===== src/rtl/pulse_stretch.sv =====
// Stretches a single-cycle strobe into a level of programmable length, then
// holds off for GAP_CYC cycles. Optional retrigger: `define PULSE_STRETCH_RETRIGGER_EN.
module pulse_stretch #(
  parameter int CNT_W   = 16,
  parameter int GAP_CYC = 4,
  parameter int MISS_W  = 8
) (
  input  logic              clk,
  input  logic              rst,
  input  logic              trig,
  input  logic [CNT_W-1:0]  hold_len,
  input  logic              clr_missed,
  output logic              level,
  output logic              busy,
  output logic              done,
  output logic [MISS_W-1:0] missed_cnt
);

`ifdef PULSE_STRETCH_RETRIGGER_EN
  localparam bit RETRIG = 1'b1;
`else
  localparam bit RETRIG = 1'b0;
`endif

  localparam int GAP_W = (GAP_CYC <= 1) ? 1 : $clog2(GAP_CYC);
  localparam logic [GAP_W-1:0] GAP_INIT = GAP_W'((GAP_CYC > 0) ? GAP_CYC - 1 : 0);

  typedef enum logic [1:0] {
    IDLE,
    HOLD,
    GAP
  } state_e;

  state_e              state_q;
  logic [CNT_W-1:0]    hold_q;
  logic [GAP_W-1:0]    gap_q;
  logic                level_q;
  logic                busy_q;
  logic                done_q;
  logic [MISS_W-1:0]   missed_q;

  logic [CNT_W-1:0]    hold_load;
  logic                drop;
  logic [MISS_W-1:0]   missed_d;

  // NOTE: every always_comb output gets a default first so no path leaves it
  // unassigned (no latch); blocking '=' is correct here, including the
  // read-after-write of missed_d below.
  always_comb begin
    hold_load = (hold_len == '0) ? '0 : hold_len - CNT_W'(1);
    drop      = trig && (((state_q == HOLD) && !RETRIG) || (state_q == GAP));
    missed_d  = clr_missed ? '0 : missed_q;
    if (drop && (missed_d != '1)) begin
      missed_d = missed_d + MISS_W'(1);
    end
  end

  // NOTE: sequential state uses non-blocking '<=' so every register samples
  // pre-edge values regardless of statement order.
  always_ff @(posedge clk or negedge rst) begin
    if (!rst) begin
      state_q  <= IDLE;
      hold_q   <= '0;
      gap_q    <= '0;
      level_q  <= 1'b0;
      busy_q   <= 1'b0;
      done_q   <= 1'b0;
      missed_q <= '0;
    end else begin
      missed_q <= missed_d;
      done_q   <= 1'b0;
      case (state_q)
        IDLE: begin
          if (trig) begin
            state_q <= HOLD;
            hold_q  <= hold_load;
            level_q <= 1'b1;
            busy_q  <= 1'b1;
          end
        end
        HOLD: begin
          // A retrigger on the final hold cycle still wins over the fall.
          if (RETRIG && trig) begin
            hold_q <= hold_load;
          end else if (hold_q == '0) begin
            level_q <= 1'b0;
            done_q  <= 1'b1;
            if (GAP_CYC > 0) begin
              state_q <= GAP;
              gap_q   <= GAP_INIT;
            end else begin
              state_q <= IDLE;
              busy_q  <= 1'b0;
            end
          end else begin
            hold_q <= hold_q - CNT_W'(1);
          end
        end
        GAP: begin
          if (gap_q == '0) begin
            state_q <= IDLE;
            busy_q  <= 1'b0;
          end else begin
            gap_q <= gap_q - GAP_W'(1);
          end
        end
        default: begin
          state_q <= IDLE;
          level_q <= 1'b0;
          busy_q  <= 1'b0;
        end
      endcase
    end
  end

  assign level      = level_q;
  assign busy       = busy_q;
  assign done       = done_q;
  assign missed_cnt = missed_q;

endmodule


===== config.mk =====
export PLATFORM = sky130hd
export DESIGN_NAME = pulse_stretch
export DESIGN_NICKNAME = d
export VERILOG_FILES = /design/src/rtl/pulse_stretch.sv
export SDC_FILE = /design/constraint.sdc
export NUM_CORES = 1
export LEC_CHECK = 0
export BUFFER_PORTS_ARGS = -buffer_cell sky130_fd_sc_hd__clkbuf_2
export CORE_ASPECT_RATIO = 0.8
export CORE_MARGIN = 1.5
export CORE_UTILIZATION = 62
export CTS_CLUSTER_DIAMETER = 120
export DETAILED_ROUTE_END_ITERATION = 10
export GPL_TIMING_DRIVEN = 0
export PLACE_DENSITY_LB_ADDON = 0.1
export SYNTH_ARGS = -nofsm -noshare
export SYNTH_HDL_FRONTEND = slang
export SYNTH_SLANG_ARGS = --single-unit

===== constraint.sdc =====
create_clock -name clk -period 5.75 [get_ports clk]
set_input_delay 0.2875 -clock clk [delete_from_list [all_inputs] [get_ports clk]]
set_output_delay 0.2875 -clock clk [all_outputs]
set_load 0.02 [all_outputs]

==> results of run 1 <==
[flip-flops by register name (all words and copies together), names as in the netlist]
register	count
level	1
state_q	2
missed_cnt	8
busy	1
hold_q	16
gap_q	2
done	1
[through the flow]
stage | setup WS (ns) | hold WS [ns] | cell area [sq um] | util, % | cells
detailed placement | 3.503 | 0.3960 | 2390 | 70.30 | 321
floorplan | 3.791 | -0.008091 | 2187 | - | 249
CTS | 3.485 | 0.09066 | 2474 | 72.76 | 329
global route | 3.259 | 0.1413 | 2474 | 72.76 | 329
finish | 3.436 | 0.05845 | 2474 | 72.76 | 329
global placement | 3.508 | 0.3912 | 2390 | 70.30 | 321
[final cells by class]
class,instances,area [sq um],share of cell area (%)
Multi-Input combinational cell,199,1324,53.52
Sequential cell,31,775.7,31.36
Timing Repair Buffer,30,150.1,6.070
Clock buffer,5,68.82,2.782
Tap cell,42,52.55,2.124
Buffer,8,46.29,1.872
Inverter,11,41.29,1.669
Clock inverter,3,15.01,0.6070
[cells in the mapped netlist (all sizes together) (7+ instances only)]
library cell,instances
nand2,22
dfrtp,31
inv,11
nor4,7
nor3,10
nand3,11
nor2,21
o21ai,21
a21oi,10
xnor2,9
ha,8
xor2,7
[critical path, delay by kind of cell, from the launching register on]
kind	cells	cell delay [ns]
DFF	1	0.40
buffers and inverters	3	0.37
and+or+nand+nor	3	0.92
AOI/OAI and AO/OA	1	0.43
adders and majority gates	1	0.14
[power by group through the flow]
stage               Clock, mW  Sequential, mW  Combinational (mW)
floorplan                   0           0.364               0.349
global placement            0           0.365               0.472
detailed placement          0           0.370               0.484
CTS                     0.168           0.367               0.488
global route            0.176           0.379               0.557
finish                  0.168           0.370               0.494
[kinds of logic after synthesis]
logic type / synth area share (%)
simple gates: 26.20
compound gates: 20.48
flops: 35.47
buf+inv: 4.004
xor+xnor: 6.408
fa+ha+maj: 4.577
mux: 2.860
[cells in the final DEF, fill, tap and decap left out, drive strengths merged, types with 7 or more instances in the layout]
master	n
nor4	7
nor2	21
nand2	22
clkbuf	37
inv	11
o21ai	21
ha	8
xor2	7
dfrtp	31
nand3	11
nor3	10
a21oi	10
xnor2	9
[final timing paths]
check | start | end | slack [ns] | cells after the start
setup / recovery | state_q[1] | hold_q[14] | 3.44 | 8
hold / removal | rst | gap_q[1] | 0.06 | 1
setup reg to reg | state_q[1] | hold_q[14] | 3.44 | 8
hold reg to reg | busy | busy | 0.55 | 2
max in group asynchronous | rst | missed_cnt[0] | 5.20 | 1
min in group clk | clr_missed | missed_cnt[5] | 0.28 | 2
[routing by layer]
| layer | vias up | track usage, % | part of all wire (%) |
|---|---|---|---|
| li1 | 999 | - | - |
| met1 | 1014 | 46.10 | 47 |
| met2 | 66 | 44.09 | 45 |
| met3 | 10 | 4.891 | 6.5 |
| met4 | 0 | 7.563 | 1.2 |
| met5 | - | 0 | 0 |
==> impl_metrics.csv, run 1 <==
group,metric,value,unit
run_status,run_status,"complete, no violations",
sta,achievable-frequency,432.2,MHz
pwr,totalPowerFinal,1.032,mW
clock_network,post_cts_hold_buffers,0,
clock_network,cts_resized,0,
sta,fin_setup_tns,0,ns
finish,final_net_count,314,
floorplanning,design.die.area,3895,sq um
grt,grt_overflow_total,0,
route,dr_iter_0_viols,234,
floorplanning,die_height,56.12,microns
route,detailroute.via_count,2089,
synthesis,synth-main-ff-cell,"dfrtp_1",
synthesis,synthDominantCellAreaShare,35.47,%
clock_network,root_buffer_cell,"clkbuf_8",
grt,largest_net_degree_at_the_start_of_global_routing,32,
clock_network,cts_max_level,2,
grt,grt_first_pass_wirelength,9301,microns
pwr,power_report.internal_total,0.5615,mW
critical_path,worstPathCellList,"inv_1 > ha_1 > buf_4 > inv_2 > o21ai_0 > nand3_1 > or4_1 > nand3_1",
sta,rsz0062_at_grt,"false",
grt,first_global_vias,1913,
grt,groute.usage.overall,30.02,%
finish,drive_above_1_share,20.91,%
sta,final_max_slew_viol_count,0,
clock_network,worstSkewPairLatency,0.29,ns
floorplanning,core-area,3400,sq um
pwr,powerDensity,417.3,nW/um^2
min_path,hp-class,"input pin to async pin",
synthesis,syn-mean-instance-area,8.784,sq um
sta,finalSetupViolCount,0,
floorplanning,initial_utilization,64.34,%
critical_path,crit_top_cell,"nand3_1",
pwr,power.static_leakage,1.090,nW
critical_path,worst-endpoint-required,5.97,ns
synthesis,synth_edf_count,0,
critical_path,crit_path_slowest_cell,"or4_1",
placed_design,gp_weighted_congestion,0.9030,
synthesis,synthCells,249,
placed_design,io_buffer_count,30,
clock_network,clk_transition_reported_paths,0.07,ns
critical_path,critical_path.max_stage_delay,0.48,ns
synthesis,ys_top_cells_by_area,"dfrtp_1, ha_1, o21ai_0",
floorplanning,row_count,19,
critical_path,cp-end-kind,"flop",
pwr,part_of_the_total_power_dissipated_in_sequential_elements,35.8,%
route,antenna_left,0,
pwr,switching_share_of_power,45.61,%
synthesis,synth_seq_area_share,35.47,%
clock_network,postCtsSetupBuffers,0,
critical_path,worstSetupStartpointType,"flop",
sta,clock_tree_skew_after_final_layout,0.003842,ns
floorplanning,die_width,69.41,microns
route,via_cell_ratio,6.350,
sta,worst_slew_pin_slew,1.022,ns
clock_network,sink_count,31,
critical_path,worst-path-max-fanout,9,
floorplanning,floorplan.io_pins,31,
clock_network,cts_inserted_buffers,5,
clock_network,clk_path_buf_depth,2,
synthesis,synth-async-reset-ratio,100.0,%
sta,period_needed,2.314,ns
pwr,ir_drop,0.2967,mV
synthesis,ys_ff_latch,31,
critical_path,data_arrival_critical_path,2.54,ns
sta,finalHoldViolCount,0,
synthesis,synth.largest_area_cell,"dfrtp_1",
route,drt_drc_violations_left,0,
synthesis,yosys_warnings,0,
route,drt-wirelength-per-cell,16.25,microns
synthesis,syn-num-nets,277,
pwr,p_clk_share,16.3,%
finish,insertedDiodeCount,0,
clock_network,cts_tree,"done",
finish,final.fill_count,289,
pwr,switchingPower,0.4708,mW
route,drt-pass1-iter-count,5,
finish,syn_to_final_growth,13.10,%
pwr,power.share.combinational,47.9,%
route,wirelength,5346,microns
placed_design,post-dp-hpwl,3900,microns
grt,antenna_found_initial,0,
synthesis,mappedNetlistArea,2187,sq um
critical_path,critical_path_class,"flop to flop",
sta,slew_headroom,31.27,%
synthesis,ys_types,59,
sta,part_of_the_cycle_the_worst_path_needs,40.24,%
run,maxCapViolCount,0,
Note: power is estimated with default switching activity, not from simulation.
==> inputs of run 2 (changes only) <==
- ABC_AREA: not set -> 1
- CORE_UTILIZATION: 62 -> 58
- clock period: 5.75 -> 2.25 ns (I/O delays scaled with it)
==> impl_metrics.csv, run 2 <==
group,metric,value,unit
sta,final_max_slew_viol_count,0,
finish,drive_above_1_share,14.52,%
route,via_cell_ratio,5.231,
sta,finalWorstSetupSlack,0.3933,ns
synthesis,synth_edf_count,0,
route,drt-pass1-iter-count,5,
sta,clock_tree_skew_after_final_layout,0.004185,ns
grt,first_global_vias,2161,
route,routed-wl-met2,2568,microns
route,met3_length,303,microns
sta,rsz0062_at_grt,"false",
floorplanning,die_height,61.38,microns
sta,fin_setup_tns,0,ns
min_path,min_path_cells,4,
synthesis,synth_compound_gate_area_share,7.899,%
pwr,powerDensity,1224,nW/um^2
synthesis,synth_adder_area_share,4.051,%
critical_path,cp-end-kind,"flop",
floorplanning,design.die.area,4663,sq um
synthesis,ys_top_cells_by_area,"dfrtp_1, nand2_1, inv_1",
finish,layout_common_cells,"nand2_1, inv_1, nor2_1, nand3_1, dfrtp_1",
placed_design,dp_cells,468,
route,drt-wirelength-per-cell,12.33,microns
min_path,hp-class,"input pin to flop",
synthesis,synthCells,381,
placed_design,gp_weighted_congestion,0.8705,
floorplanning,initial_utilization,59.90,%
synthesis,synth_simple_gate_area_share,43.04,%
synthesis,post_synthesis_xor_xnor_area_fraction,4.608,%
synthesis,ys_types,31,
synthesis,syn-mean-instance-area,6.486,sq um
route,dr_iter_0_viols,224,
pwr,ir_drop,0.7622,mV
critical_path,worstSetupStartpointType,"flop",
synthesis,syn-num-nets,409,
synthesis,mappedNetlistArea,2471,sq um
floorplanning,die_width,75.98,microns
finish,multi_input_area,1473,sq um
synthesis,synth-async-reset-ratio,100.0,%
sta,finalSetupViolCount,0,
finish,stdcell_count,477,
run_status,run_status,"complete, no violations",
sta,finalHoldViolCount,0,
route,detail_route.wirelength.met1,2902,microns
synthesis,muxShareOfSynthArea,0,%
grt,antenna_found_initial,0,
critical_path,data_arrival_critical_path,2.03,ns
placed_design,post-dp-hpwl,4415,microns
finish,layout.cells.most_common,"nand2_1",
clock_network,cts_max_level,2,
clock_network,cts_inserted_buffers,5,
clock_network,clk_path_buf_depth,2,
critical_path,ff2ff_path_depth,7,
clock_network,worstSkewPairLatency,0.30,ns
clock_network,sink_count,31,
route,drt_drc_violations_left,0,
route,antenna_left,0,
clock_network,root_buffer_cell,"clkbuf_8",
clock_network,clk_transition_reported_paths,0.07,ns
synthesis,synth.largest_area_cell,"dfrtp_1",
sta,slew_headroom,47.73,%
synthesis,netlist_top_cells_count,"nand2_1, inv_1, nor2_1",
route,routed.top_layer,"met4",
pwr,power.static_leakage,1.474,nW
sta,achievable-frequency,538.6,MHz
finish,syn_to_final_growth,14.13,%
floorplanning,row_count,21,
critical_path,critical_path_class,"flop to flop",
pwr,totalPowerFinal,3.452,mW
finish,final.fill_count,380,
clock_network,cts_tree,"done",
finish,finalInstanceArea,2820,sq um
synthesis,dominant_combinational_cell_family_by_area_after_synthesis,"simple AND/OR/NAND/NOR gates",
synthesis,post-synth-top-count-cell,"nand2_1",
route,wirelength,5881,microns
finish,largest_reg_flops,16,
placed_design,io_buffer_count,30,
sta,period_needed,1.857,ns
critical_path,worst-path-max-fanout,10,
sta,part_of_the_cycle_the_worst_path_needs,82.52,%
run,maxCapViolCount,0,
floorplanning,floorplan.io_pins,31,
critical_path,worst-endpoint-required,2.42,ns
sta,worst_hold_margin,0.1343,ns
grt,grt_first_pass_wirelength,9528,microns
synthesis,yosys_warnings,0,
grt,largest_net_degree_at_the_start_of_global_routing,32,
floorplanning,core-area,4125,sq um
synthesis,synthDominantCellAreaShare,31.39,%
route,detailroute.via_count,2495,
synthesis,ys_ff_latch,31,
finish,final_core_utilization,68.37,%
finish,register_area,775.7,sq um
placed_design,post-place-ws,0.4377,ns
grt,grt_overflow_total,0,
sta,worst_slew_pin_slew,0.7840,ns
finish,final_net_count,447,
clock_network,postCtsSetupBuffers,0,
placed_design,postPlaceCellArea,2693,sq um
synthesis,synth_seq_area_share,31.39,%
finish,insertedDiodeCount,0,
grt,groute.usage.overall,26.08,%
synthesis,synth-main-ff-cell,"dfrtp_1",
finish,largest_reg_by_ff_count,"hold_q",
## run 2: cell types whose count changed after synthesis, moves of 8 or more
cell     delta
nor2_1     +24
inv_1      +36
nand2_1   +115
nor3_1      -8
nand3_1    +20
## run 2: repair_timing
item	4_1_cts	5_1_grt
gates resized for setup	0	0
hold buffers	1	0
endpoints found under the hold margin	31	0
## run 2: final timing paths
check | from | end | slack [ns]
min in group asynchronous | rst | gap_q[1] | 0.44
hold reg to reg | level | level | 0.49
setup / recovery | state_q[1] | busy | 0.39
setup reg to reg | state_q[1] | busy | 0.39
max in group asynchronous | rst | hold_q[9] | 1.32
hold / removal | hold_len[0] | hold_q[0] | 0.13
## run 2: power by group
group / total (mW) / internal, mW / switching, mW
Clock: 0.590 / 0.358 / 0.232
Sequential: 0.976 / 0.774 / 0.202
Combinational: 1.89 / 0.640 / 1.25
Total: 3.45 / 1.77 / 1.68
## run 2: per-layer routing
layer  track usage, %  vias to the layer above
met2            42.99                       60
met1            35.93                     1148
met3            4.000                       12
li1                 -                     1275
met4            9.259                        0
met5                0                        -
## run 2: worst max-delay path, stage by stage (launching register included)
cell and delay, ns:
dfrtp_1 0.35, inv_1 0.08, ha_1 0.25, inv_1 0.22, clkbuf_1 0.46, nand3_1 0.20, nand2_1 0.09, o21ai_0 0.08
## run 2: final cells by class
type,count,area share [%]
sequential,31,27.51
clock inverter,2,1.242
multi-input combinational,297,52.22
clock buffer,6,2.928
timing repair buffer,31,5.679
buffer,5,1.331
inverter,48,6.566
tap,57,2.529
## run 2: cell families after synthesis
logic type | Yosys count
xor+xnor | 13
fa+ha+maj | 8
simple gates | 242
compound gates | 34
flops | 31
buf+inv | 53
==> inputs of run 3 (changes only) <==
- CORE_UTILIZATION: 58 -> 53
- clock period: 2.25 -> 1.55 ns (I/O delays scaled with it)
==> impl_metrics.csv, run 3 (synthesis results as in run 2) <==
group,metric,value,unit
grt,first_global_vias,2385,
finish,drive_above_1_share,27.38,%
grt,largest_net_degree_at_the_start_of_global_routing,32,
placed_design,post-dp-hpwl,4565,microns
run_status,violations,"negative setup slack",
clock_network,worstSkewPairLatency,0.29,ns
critical_path,crit_family,"simple AND/OR/NAND/NOR gates",
clock_network,cts_max_level,2,
clock_network,root_buffer_cell,"clkbuf_8",
clock_network,clk_transition_reported_paths,0.07,ns
finish,layout.cells.most_common,"nand2_1",
run,maxCapViolCount,0,
critical_path,worst-path-max-fanout,10,
route,antenna_left,0,
route,via_cell_ratio,5.191,
sta,worst_hold_margin,0.1169,ns
grt,antenna_found_initial,0,
sta,rsz0062_at_grt,"true",
finish,syn_to_final_growth,28.66,%
clock_network,sink_count,31,
grt,grt_first_pass_wirelength,10870,microns
floorplanning,initial_utilization,54.41,%
floorplanning,design.die.area,5084,sq um
run_status,run_status,"complete, but fails checks",
sta,slew_headroom,47.71,%
sta,final_max_slew_viol_count,0,
route,detail_route.wirelength.met1,3177,microns
placed_design,postPlaceCellArea,2710,sq um
finish,final_net_count,469,
sta,clock_tree_skew_after_final_layout,0.004731,ns
finish,final_core_utilization,70.00,%
critical_path,worst-endpoint-required,1.73,ns
pwr,powerDensity,1823,nW/um^2
placed_design,post-place-ws,-0.2758,ns
route,dr_iter_0_viols,277,
finish,stdcell_count,502,
route,routed-wl-met2,2927,microns
critical_path,critPathBufInv,3,
critical_path,crit_path_slowest_cell,"dfrtp_1",
sta,finalWorstSetupSlack,-0.02605,ns
critical_path,worstSetupStartpointType,"flop",
placed_design,dp_cells,471,
pwr,ir_drop,1.714,mV
critical_path,worstPathCellList,"inv_2 > ha_4 > nand2_2 > nor2_2 > nand2_2 > nand2_4 > nand2_4 > nand2_8 > inv_8 > buf_8 > nand2_1 > nand2_1",
route,drt_drc_violations_left,0,
clock_network,clk_path_buf_depth,2,
floorplanning,die_height,64.08,microns
pwr,power.static_leakage,1.586,nW
route,wirelength,6567,microns
route,routed.top_layer,"met4",
route,drt-wirelength-per-cell,13.08,microns
clock_network,cts_inserted_buffers,5,
min_path,hp-class,"input pin to flop",
route,drt-pass1-iter-count,4,
finish,finalInstanceArea,3179,sq um
sta,period_needed,1.576,ns
sta,part_of_the_cycle_the_worst_path_needs,101.7,%
sta,worst_slew_pin_slew,0.7843,ns
pwr,totalPowerFinal,5.795,mW
finish,final.fill_count,412,
sta,achievable-frequency,634.5,MHz
clock_network,cts_tree,"done",
sta,fin_setup_tns,-0.08466,ns
floorplanning,die_width,79.34,microns
floorplanning,row_count,22,
grt,groute.usage.overall,27.01,%
route,met3_length,367,microns
sta,finalHoldViolCount,0,
placed_design,io_buffer_count,30,
grt,grt_overflow_total,0,
finish,largest_reg_by_ff_count,"hold_q",
critical_path,data_arrival_critical_path,1.75,ns
placed_design,gp_weighted_congestion,0.8892,
finish,largest_reg_flops,16,
floorplanning,core-area,4542,sq um
critical_path,critical_path_class,"flop to flop",
floorplanning,floorplan.io_pins,31,
finish,layout_common_cells,"nand2_1, nor2_1, inv_1, clkbuf_2, dfrtp_1",
critical_path,cp-end-kind,"flop",
finish,insertedDiodeCount,0,
sta,finalSetupViolCount,8,
critical_path,critical_path.max_stage_delay,0.39,ns
route,detailroute.via_count,2606,
## run 3: cell count changes in the layout (fill, tap and decap cells not counted), moves of 5 or more
cell / delta
nand2_2: +8
inv_1: -9
inv_2: +7
nor2_4: +5
nand2_1: -8
buf_4: +19
nor2_1: -6
ha_1: -5
## run 3: timing repair
action	4_1_cts	5_1_grt
hold buffers	1	0
setup buffers	12	9
endpoints found under the hold margin	31	0
gates cloned	0	1
pin swaps	9	15
gates resized for setup	26	33
setup endpoints to repair	28	26
## run 3: power by group
part           internal (mW)  total [mW]  switching [mW]  leakage (nW)
Clock                  0.359       0.687           0.329        0.0482
Combinational           1.47        3.66            2.19          1.15
Sequential              1.13        1.45           0.316         0.391
## run 3: worst paths after layout
| kind | from | end | slack, ns | depth (start not counted) |
|---|---|---|---|---|
| setup / recovery | hold_q[0] | hold_q[2] | -0.03 | 12 |
| hold / removal | hold_len[0] | hold_q[0] | 0.12 | 4 |
| setup reg to reg | hold_q[0] | hold_q[2] | -0.03 | 12 |
| hold reg to reg | level | level | 0.48 | 2 |
| max in group asynchronous | rst | hold_q[3] | 0.59 | 2 |
| min in group asynchronous | rst | hold_q[15] | 0.40 | 2 |
## run 3: metal layers
| metal | GRT usage, % | vias up |
|---|---|---|
| li1 | - | 1326 |
| met1 | 38.93 | 1193 |
| met2 | 41.35 | 73 |
| met3 | 5.429 | 14 |
| met4 | 6.798 | 0 |
| met5 | 0 | - |
## run 3: final cells by class
cell class / instances / area, sq um / share of cell area (%)
flip-flops and latches: 31 / 779.5 / 24.52
repair buffers: 52 / 321.6 / 10.11
well taps: 60 / 75.07 / 2.361
plain buffers: 5 / 56.30 / 1.771
clock inverters: 1 / 5.005 / 0.1574
inverters: 48 / 193.9 / 6.100
clock buffers: 7 / 86.33 / 2.715
multi-input cells: 298 / 1662 / 52.26
## run 3: worst min-delay path: cells and delay by family
| kind | cells | cell delay (ns) |
|---|---|---|
| AND/OR/NAND/NOR | 2 | 0.10 |
| AO/OA/AOI/OAI | 1 | 0.08 |
| buffers and inverters | 1 | 0.11 |
